==> config.mk <==
export PLATFORM = sky130hd
export DESIGN_NAME = riscv_fetch_pc_sequencer_flat
export DESIGN_NICKNAME = d
export VERILOG_FILES = /design/src/rtl/riscv_fetch_pc_sequencer_if.sv /design/src/rtl/riscv_fetch_pc_sequencer.sv /design/src/flat_wrapper.sv
export SDC_FILE = /design/constraint.sdc
export NUM_CORES = 2
export LEC_CHECK = 0
export CAP_MARGIN = 25
export CORE_ASPECT_RATIO = 1.5
export CORE_MARGIN = 2
export CORE_UTILIZATION = 50
export DETAILED_ROUTE_END_ITERATION = 10
export DONT_BUFFER_PORTS = 1
export GPL_TIMING_DRIVEN = 0
export SYNTH_ARGS = -nofsm -noshare
export SYNTH_HDL_FRONTEND = slang
export SYNTH_SLANG_ARGS = --single-unit
==> constraint.sdc <==
create_clock -name clk -period 24.3 [get_ports clk]
set_input_delay 4.86 -clock clk [delete_from_list [all_inputs] [get_ports clk]]
set_output_delay 4.86 -clock clk [all_outputs]
set_load 0.05 [all_outputs]
==> src/rtl/riscv_fetch_pc_sequencer_if.sv <==
// Fetch-side bus between the PC sequencer, the jump predictor, program memory and execute resolution.
// The master modport is the sequencer; the slave modport is its environment.
interface riscv_fetch_pc_sequencer_if #(
    parameter int ADDR_WIDTH = 64,
    parameter int DEPTH      = 4
);
    logic                       enable;
    logic                       i_stall;
    logic [ADDR_WIDTH-1:0]      o_pm_pc;
    logic                       i_inject;
    logic [ADDR_WIDTH-1:0]      i_inject_addr;
    logic                       o_fetch_valid;
    logic [ADDR_WIDTH-1:0]      o_fetch_pred_next;
    logic                       o_fetch_predicted;
    logic                       i_resolve_valid;
    logic                       i_resolve_taken;
    logic [ADDR_WIDTH-1:0]      i_resolve_target;
    logic                       o_flush;
    logic                       o_resolve_err;
    logic [$clog2(DEPTH):0]     o_pending;
    logic [31:0]                o_mispredict_count;

    modport master (
        input  enable, i_stall, i_inject, i_inject_addr,
        input  i_resolve_valid, i_resolve_taken, i_resolve_target,
        output o_pm_pc, o_fetch_valid, o_fetch_pred_next, o_fetch_predicted,
        output o_flush, o_resolve_err, o_pending, o_mispredict_count
    );

    modport slave (
        output enable, i_stall, i_inject, i_inject_addr,
        output i_resolve_valid, i_resolve_taken, i_resolve_target,
        input  o_pm_pc, o_fetch_valid, o_fetch_pred_next, o_fetch_predicted,
        input  o_flush, o_resolve_err, o_pending, o_mispredict_count
    );
endinterface

==> src/rtl/riscv_fetch_pc_sequencer.sv <==
// Fetch PC generator: picks the next PC from the predictor answer, tracks predicted successors
// in an in-order FIFO and redirects/flushes when execute resolves an entry differently.
module riscv_fetch_pc_sequencer #(
    parameter int                    ADDR_WIDTH  = 64,
    parameter logic [ADDR_WIDTH-1:0] RESET_PC    = '0,
    parameter int                    DEPTH       = 4,
    parameter int                    INSTR_BYTES = 4
) (
    input logic                          clk,
    input logic                          reset,
    riscv_fetch_pc_sequencer_if.master   bus
);
    localparam int                    PTR_W      = $clog2(DEPTH);
    localparam int                    CNT_W      = PTR_W + 1;
    localparam logic [ADDR_WIDTH-1:0] STEP       = ADDR_WIDTH'(INSTR_BYTES);
    localparam logic [CNT_W-1:0]      FULL_COUNT = CNT_W'(DEPTH);

    logic [ADDR_WIDTH-1:0] pc;
    logic [ADDR_WIDTH-1:0] fifo_pc   [DEPTH];
    logic [ADDR_WIDTH-1:0] fifo_pred [DEPTH];
    logic [PTR_W-1:0]      head;
    logic [PTR_W-1:0]      tail;
    logic [CNT_W-1:0]      count;
    logic                  flush_q;
    logic                  err_q;
    logic [31:0]           mispredicts;

    logic                  full;
    logic                  empty;
    logic                  pop;
    logic                  flush_now;
    logic                  fire;
    logic [ADDR_WIDTH-1:0] head_pc;
    logic [ADDR_WIDTH-1:0] head_pred;
    logic [ADDR_WIDTH-1:0] actual;
    logic [ADDR_WIDTH-1:0] next_pc;

    assign full      = (count == FULL_COUNT);
    assign empty     = (count == '0);
    assign head_pc   = fifo_pc[head];
    assign head_pred = fifo_pred[head];
    assign pop       = bus.i_resolve_valid & ~empty;
    assign actual    = bus.i_resolve_taken ? bus.i_resolve_target : head_pc + STEP;
    assign flush_now = pop & (actual != head_pred);
    assign next_pc   = bus.i_inject ? bus.i_inject_addr : pc + STEP;

    // A mispredict must win over a same-cycle fetch, so it also masks fire.
    assign fire = ~reset & bus.enable & ~bus.i_stall & ~full & ~flush_now;

    assign bus.o_pm_pc            = pc;
    assign bus.o_fetch_valid      = fire;
    assign bus.o_fetch_pred_next  = next_pc;
    assign bus.o_fetch_predicted  = bus.i_inject;
    assign bus.o_flush            = flush_q;
    assign bus.o_resolve_err      = err_q;
    assign bus.o_pending          = count;
    assign bus.o_mispredict_count = mispredicts;

    always_ff @(posedge clk or posedge reset) begin
        if (reset) begin
            pc          <= RESET_PC;
            head        <= '0;
            tail        <= '0;
            count       <= '0;
            flush_q     <= 1'b0;
            err_q       <= 1'b0;
            mispredicts <= '0;
            for (int i = 0; i < DEPTH; i++) begin
                fifo_pc[i]   <= '0;
                fifo_pred[i] <= '0;
            end
        end else begin
            flush_q <= flush_now;
            err_q   <= bus.i_resolve_valid & empty;
            if (flush_now) begin
                // Every younger entry is on the wrong path, so the whole FIFO is dropped.
                pc    <= actual;
                head  <= '0;
                tail  <= '0;
                count <= '0;
                if (mispredicts != '1) begin
                    mispredicts <= mispredicts + 32'd1;
                end
            end else begin
                if (fire) begin
                    pc              <= next_pc;
                    fifo_pc[tail]   <= pc;
                    fifo_pred[tail] <= next_pc;
                    tail            <= tail + 1'b1;
                end
                if (pop) begin
                    head <= head + 1'b1;
                end
                if (fire && !pop) begin
                    count <= count + 1'b1;
                end else if (!fire && pop) begin
                    count <= count - 1'b1;
                end
            end
        end
    end
endmodule

==> src/flat_wrapper.sv <==
// flat-port wrapper written by rule: the top's interface ports become plain ports
module riscv_fetch_pc_sequencer_flat 
#(
    parameter int                    ADDR_WIDTH  = 64,
    parameter logic [ADDR_WIDTH-1:0] RESET_PC    = '0,
    parameter int                    DEPTH       = 4,
    parameter int                    INSTR_BYTES = 4
)
  (clk, reset, bus_enable, bus_i_stall, bus_i_inject, bus_i_inject_addr, bus_i_resolve_valid, bus_i_resolve_taken, bus_i_resolve_target, bus_o_pm_pc, bus_o_fetch_valid, bus_o_fetch_pred_next, bus_o_fetch_predicted, bus_o_flush, bus_o_resolve_err, bus_o_pending, bus_o_mispredict_count);
  riscv_fetch_pc_sequencer_if #(.ADDR_WIDTH(ADDR_WIDTH), .DEPTH(DEPTH)) bus_i ();
  input logic clk;
  input logic reset;
  input wire logic [$bits(bus_i.enable)-1:0] bus_enable;
  input wire logic [$bits(bus_i.i_stall)-1:0] bus_i_stall;
  input wire logic [$bits(bus_i.i_inject)-1:0] bus_i_inject;
  input wire logic [$bits(bus_i.i_inject_addr)-1:0] bus_i_inject_addr;
  input wire logic [$bits(bus_i.i_resolve_valid)-1:0] bus_i_resolve_valid;
  input wire logic [$bits(bus_i.i_resolve_taken)-1:0] bus_i_resolve_taken;
  input wire logic [$bits(bus_i.i_resolve_target)-1:0] bus_i_resolve_target;
  output wire logic [$bits(bus_i.o_pm_pc)-1:0] bus_o_pm_pc;
  output wire logic [$bits(bus_i.o_fetch_valid)-1:0] bus_o_fetch_valid;
  output wire logic [$bits(bus_i.o_fetch_pred_next)-1:0] bus_o_fetch_pred_next;
  output wire logic [$bits(bus_i.o_fetch_predicted)-1:0] bus_o_fetch_predicted;
  output wire logic [$bits(bus_i.o_flush)-1:0] bus_o_flush;
  output wire logic [$bits(bus_i.o_resolve_err)-1:0] bus_o_resolve_err;
  output wire logic [$bits(bus_i.o_pending)-1:0] bus_o_pending;
  output wire logic [$bits(bus_i.o_mispredict_count)-1:0] bus_o_mispredict_count;
  assign bus_i.enable = bus_enable;
  assign bus_i.i_stall = bus_i_stall;
  assign bus_i.i_inject = bus_i_inject;
  assign bus_i.i_inject_addr = bus_i_inject_addr;
  assign bus_i.i_resolve_valid = bus_i_resolve_valid;
  assign bus_i.i_resolve_taken = bus_i_resolve_taken;
  assign bus_i.i_resolve_target = bus_i_resolve_target;
  assign bus_o_pm_pc = bus_i.o_pm_pc;
  assign bus_o_fetch_valid = bus_i.o_fetch_valid;
  assign bus_o_fetch_pred_next = bus_i.o_fetch_pred_next;
  assign bus_o_fetch_predicted = bus_i.o_fetch_predicted;
  assign bus_o_flush = bus_i.o_flush;
  assign bus_o_resolve_err = bus_i.o_resolve_err;
  assign bus_o_pending = bus_i.o_pending;
  assign bus_o_mispredict_count = bus_i.o_mispredict_count;
  riscv_fetch_pc_sequencer #(.ADDR_WIDTH(ADDR_WIDTH), .RESET_PC(RESET_PC), .DEPTH(DEPTH), .INSTR_BYTES(INSTR_BYTES)) u_core (.clk(clk), .reset(reset), .bus(bus_i));
endmodule
==> flow_metrics.py <==
metrics = {
    "floorplan": {
        "initial_core_util_pct": 50.34,
        "die_area_mm2": 0.07039,
        "core-area_mm2": 0.06778,
        "rows": 117,
        "ioPinCount": 302,
        "die_h_um": 323.9,
        "die_x_um": 217.3,
    },
    "setup_path": {
        "rr_worst_depth": 28,
        "startpoint_type": "primary input",
        "timing.rr.start": "u_core.head[1]$_DFFE_PP0P_",
        "endpoint_kind": "output port",
        "worst_ep_required_time_ns": 19.44,
        "path_class": "primary input to output port",
        "critPathArrivalTime_ns": 12.53,
        "cp_max_fo": 10,
        "crit_path_start": "bus_i_resolve_taken",
    },
    "grt": {
        "grt_use_total_pct": 40.97,
        "grt_max_degree": 120,
        "grt_pass1_vias": 26850,
        "grt.overflow.total": 0,
        "grt_pass1_wl_mm": 201.1,
        "antenna_found_initial": 8,
    },
    "route": {
        "drc": 0,
        "drt_iter0_markers": 2279,
        "wirelength_mm": 143.6,
        "via_count": 25950,
        "routedWlPerCell_um": 35.93,
        "first_pass_iters": 8,
        "drtAntennaViolNets": 0,
        "vias_per_cell": 6.492,
    },
    "cts": {
        "cts_hold_buf": 0,
        "root_buffer": "clkbuf_16",
        "clk_path_buf_depth": 3,
        "path_clk_slew_ns": 0.06,
        "htreeDepth": 2,
        "numCtsBuffers": 59,
        "clock-sinks": 617,
        "cts_tree": "built",
        "cts_resized": 0,
        "insertion_delay_ns": 0.65,
        "postCtsSetupBuffers": 0,
    },
    "placed_design": {
        "placed_cells_incl_taps": 3883,
        "place_ws_ns": 7.278,
        "gp_congestion": 1.016,
        "hpwl_mm": 110.1,
        "io_buffers": 0,
    },
    "power": {
        "p_per_area_mw_per_mm2": 120.5,
        "power.internal_uw": 2650,
        "comb_power_share_pct": 39.1,
        "power.leakage_uw": 0.01679,
        "ir_drop_mv": 0.08631,
        "p_sw_share_pct": 43.23,
        "p_switching_uw": 2018,
        "power_frac_clock_pct": 20.8,
        "seq_power_share_pct": 40.1,
        "total_power_uw": 4669,
    },
    "yosys": {
        "synth_area_leader_cell": "dfrtp_1",
        "yosysSeqAreaShare_pct": 45.25,
        "synth_area_leaders": "dfrtp_1 45%, mux2_2 9.6%, mux4_2 8.4%",
        "syn_area_mm2": 0.03412,
        "ys_types": 81,
        "ys_warn_count": 0,
        "avgSynthCellArea_um2": 11.93,
        "ys_ff_latch": 617,
        "synth_ff_type": "dfrtp_1",
        "synthDominantCellAreaShare_pct": 45.25,
        "synthArstFlopShare_pct": 100.0,
        "netlist_instances": 2859,
        "synth_edf_count": 0,
        "synthesis.nets": 3003,
    },
    "job": {
        "maxCapViolations": 0,
    },
    "min_path": {
        "whs_path_depth": 1,
        "hp-start": "u_core.fifo_pc[73]$_DFFE_PP0P_",
        "hp-class": "register to register",
    },
    "sta": {
        "hold_viol": 0,
        "rsz0062_at_grt": "false",
        "tightest_slew_ns": 1.155,
        "period_needed_ns": 17.39,
        "fmaxAchievable_mhz": 57.52,
        "min_period_over_period_pct": 71.55,
        "relSlewSlack_pct": 23.02,
        "final-max-slew-violation-count": 0,
        "setup_ws_ns": 6.914,
        "setup_viol": 0,
        "clock_skew_ns": 0.02578,
    },
    "layout": {
        "fin_nets": 3197,
        "layout_commonest_cell": "dfrtp_1",
        "drive_gt1_share_pct": 25.31,
        "layout.cells.non_filler": 3997,
        "area_growth_syn_to_layout_pct": 13.58,
        "final_cell_mix": "617 x dfrtp_1, 292 x mux2_2, 290 x nand2_1, 240 x mux2_1, 128 x mux4_2",
    },
    "outcome": {
        "status": "completed",
    },
}
## flip-flops by register name, indices dropped and copies added (netlist names)
signal and count:
u_core.bus.o_flush 1, u_core.bus.o_resolve_err 1, u_core.fifo_pred 256, u_core.bus.o_pending 3
u_core.head 2, u_core.bus.o_mispredict_count 32, u_core.bus.o_pm_pc 64, u_core.fifo_pc 256
u_core.tail 2
## routing by layer
layer / track usage (%) / wire, um / vias up
met5: 0 / 39 / -
met4: 28.34 / 11830 / 6
met3: 8.495 / 10110 / 365
met2: 68.61 / 69940 / 1183
met1: 47.12 / 51700 / 13590
li1: - / - / 10810
## stage by stage
step | setup TNS [ns] | util, % | instance area (um^2) | hold slack (ns)
floorplan | 0 | - | 34120 | 0.4524
global placement | -1882.49 | 51.99 | 35240 | 0.4610
detailed placement | 0 | 54.18 | 36730 | 0.4686
CTS | 0 | 57.16 | 38740 | 0.4822
global route | 0 | 57.17 | 38750 | 0.4895
finish | 0 | 57.18 | 38750 | 0.4817
## power by group through the flow
stage / Sequential [uW] / Combinational [uW] / Clock (uW)
6_report: 1870 / 1830 / 969
5_1_grt: 1910 / 1910 / 1010
3_5_place_dp: 1880 / 1790 / 0
4_1_cts: 1870 / 1800 / 977
3_3_place_gp: 1860 / 1650 / 0
2_1_floorplan: 1790 / 1170 / 0
## final cells by class
type	count	area, um^2
Tap cell	892	1116
Antenna cell	3	7.507
Multi-Input combinational cell	2003	17230
Buffer	202	1333
Inverter	37	146.4
Clock buffer	80	1695
Clock inverter	30	320.3
Sequential cell	617	15440
Timing Repair Buffer	133	1465
Fill cell	5658	29030
## path summary, 6_finish.rpt
kind                            slack [ns]                                  end
worst max-delay path                  6.91                    bus_o_fetch_valid
worst min-delay path                  0.48       u_core.fifo_pc[73]$_DFFE_PP0P_
worst max register to register       12.62  u_core.bus.o_pending[1]$_DFFE_PP0P_
worst min register to register        0.48       u_core.fifo_pc[73]$_DFFE_PP0P_
max in group asynchronous            18.48    u_core.fifo_pred[206]$_DFFE_PP0P_
min in group asynchronous             4.23   u_core.bus.o_pm_pc[46]$_DFFE_PP0P_
## cell families (layout without fill, tap and decap cells)
kind of cell / count (synthesis) / after routing / share of synthesized area (%)
flip-flops: 617 / 617 / 45.25
multiplexers: 719 / 719 / 27.74
other: 0 / 3 / 0
adder cells (fa/ha/maj): 9 / 9 / 0.3520
AO/OA/AOI/OAI: 265 / 265 / 4.972
AND/OR/NAND/NOR: 779 / 779 / 11.38
buffers and inverters: 239 / 482 / 4.294
XOR/XNOR: 231 / 231 / 6.018
## worst max-delay path: stages
cell	delay [ns]
clkbuf_1	0.56
clkbuf_1	0.77
buf_1	0.89
clkbuf_1	0.54
clkbuf_1	0.57
clkbuf_1	0.63
o21ai_0	0.42
a2111oi_0	0.45
o2111ai_1	0.36
o31ai_4	0.32
buf_6	0.20
buf_2	0.28
clkinv_1	0.73
nor2_1	0.65
buf_6	0.25
## synthesized netlist by cell type (all sizes together) (4+ instances only)
cell type and number:
a211oi 20, a21boi 4, a21o 6, a21oi 30
a221oi 5, a31oi 44, a41oi 4, and2 13
and3 27, and4 18, buf 114, clkbuf 88
dfrtp 617, ha 8, inv 35, mux2 532
mux2i 59, mux4 128, nand2 290, nand2b 18
nand3 70, nand4 54, nor2 111, nor2b 9
nor3 64, nor3b 6, nor4 40, nor4b 6
o2111ai 6, o211ai 5, o21ai 97, o221ai 4
o22ai 6, o31ai 6, or2 10, or3 11
or4 23, xnor2 122, xor2 107
Note: power is estimated with default switching activity, not from simulation.
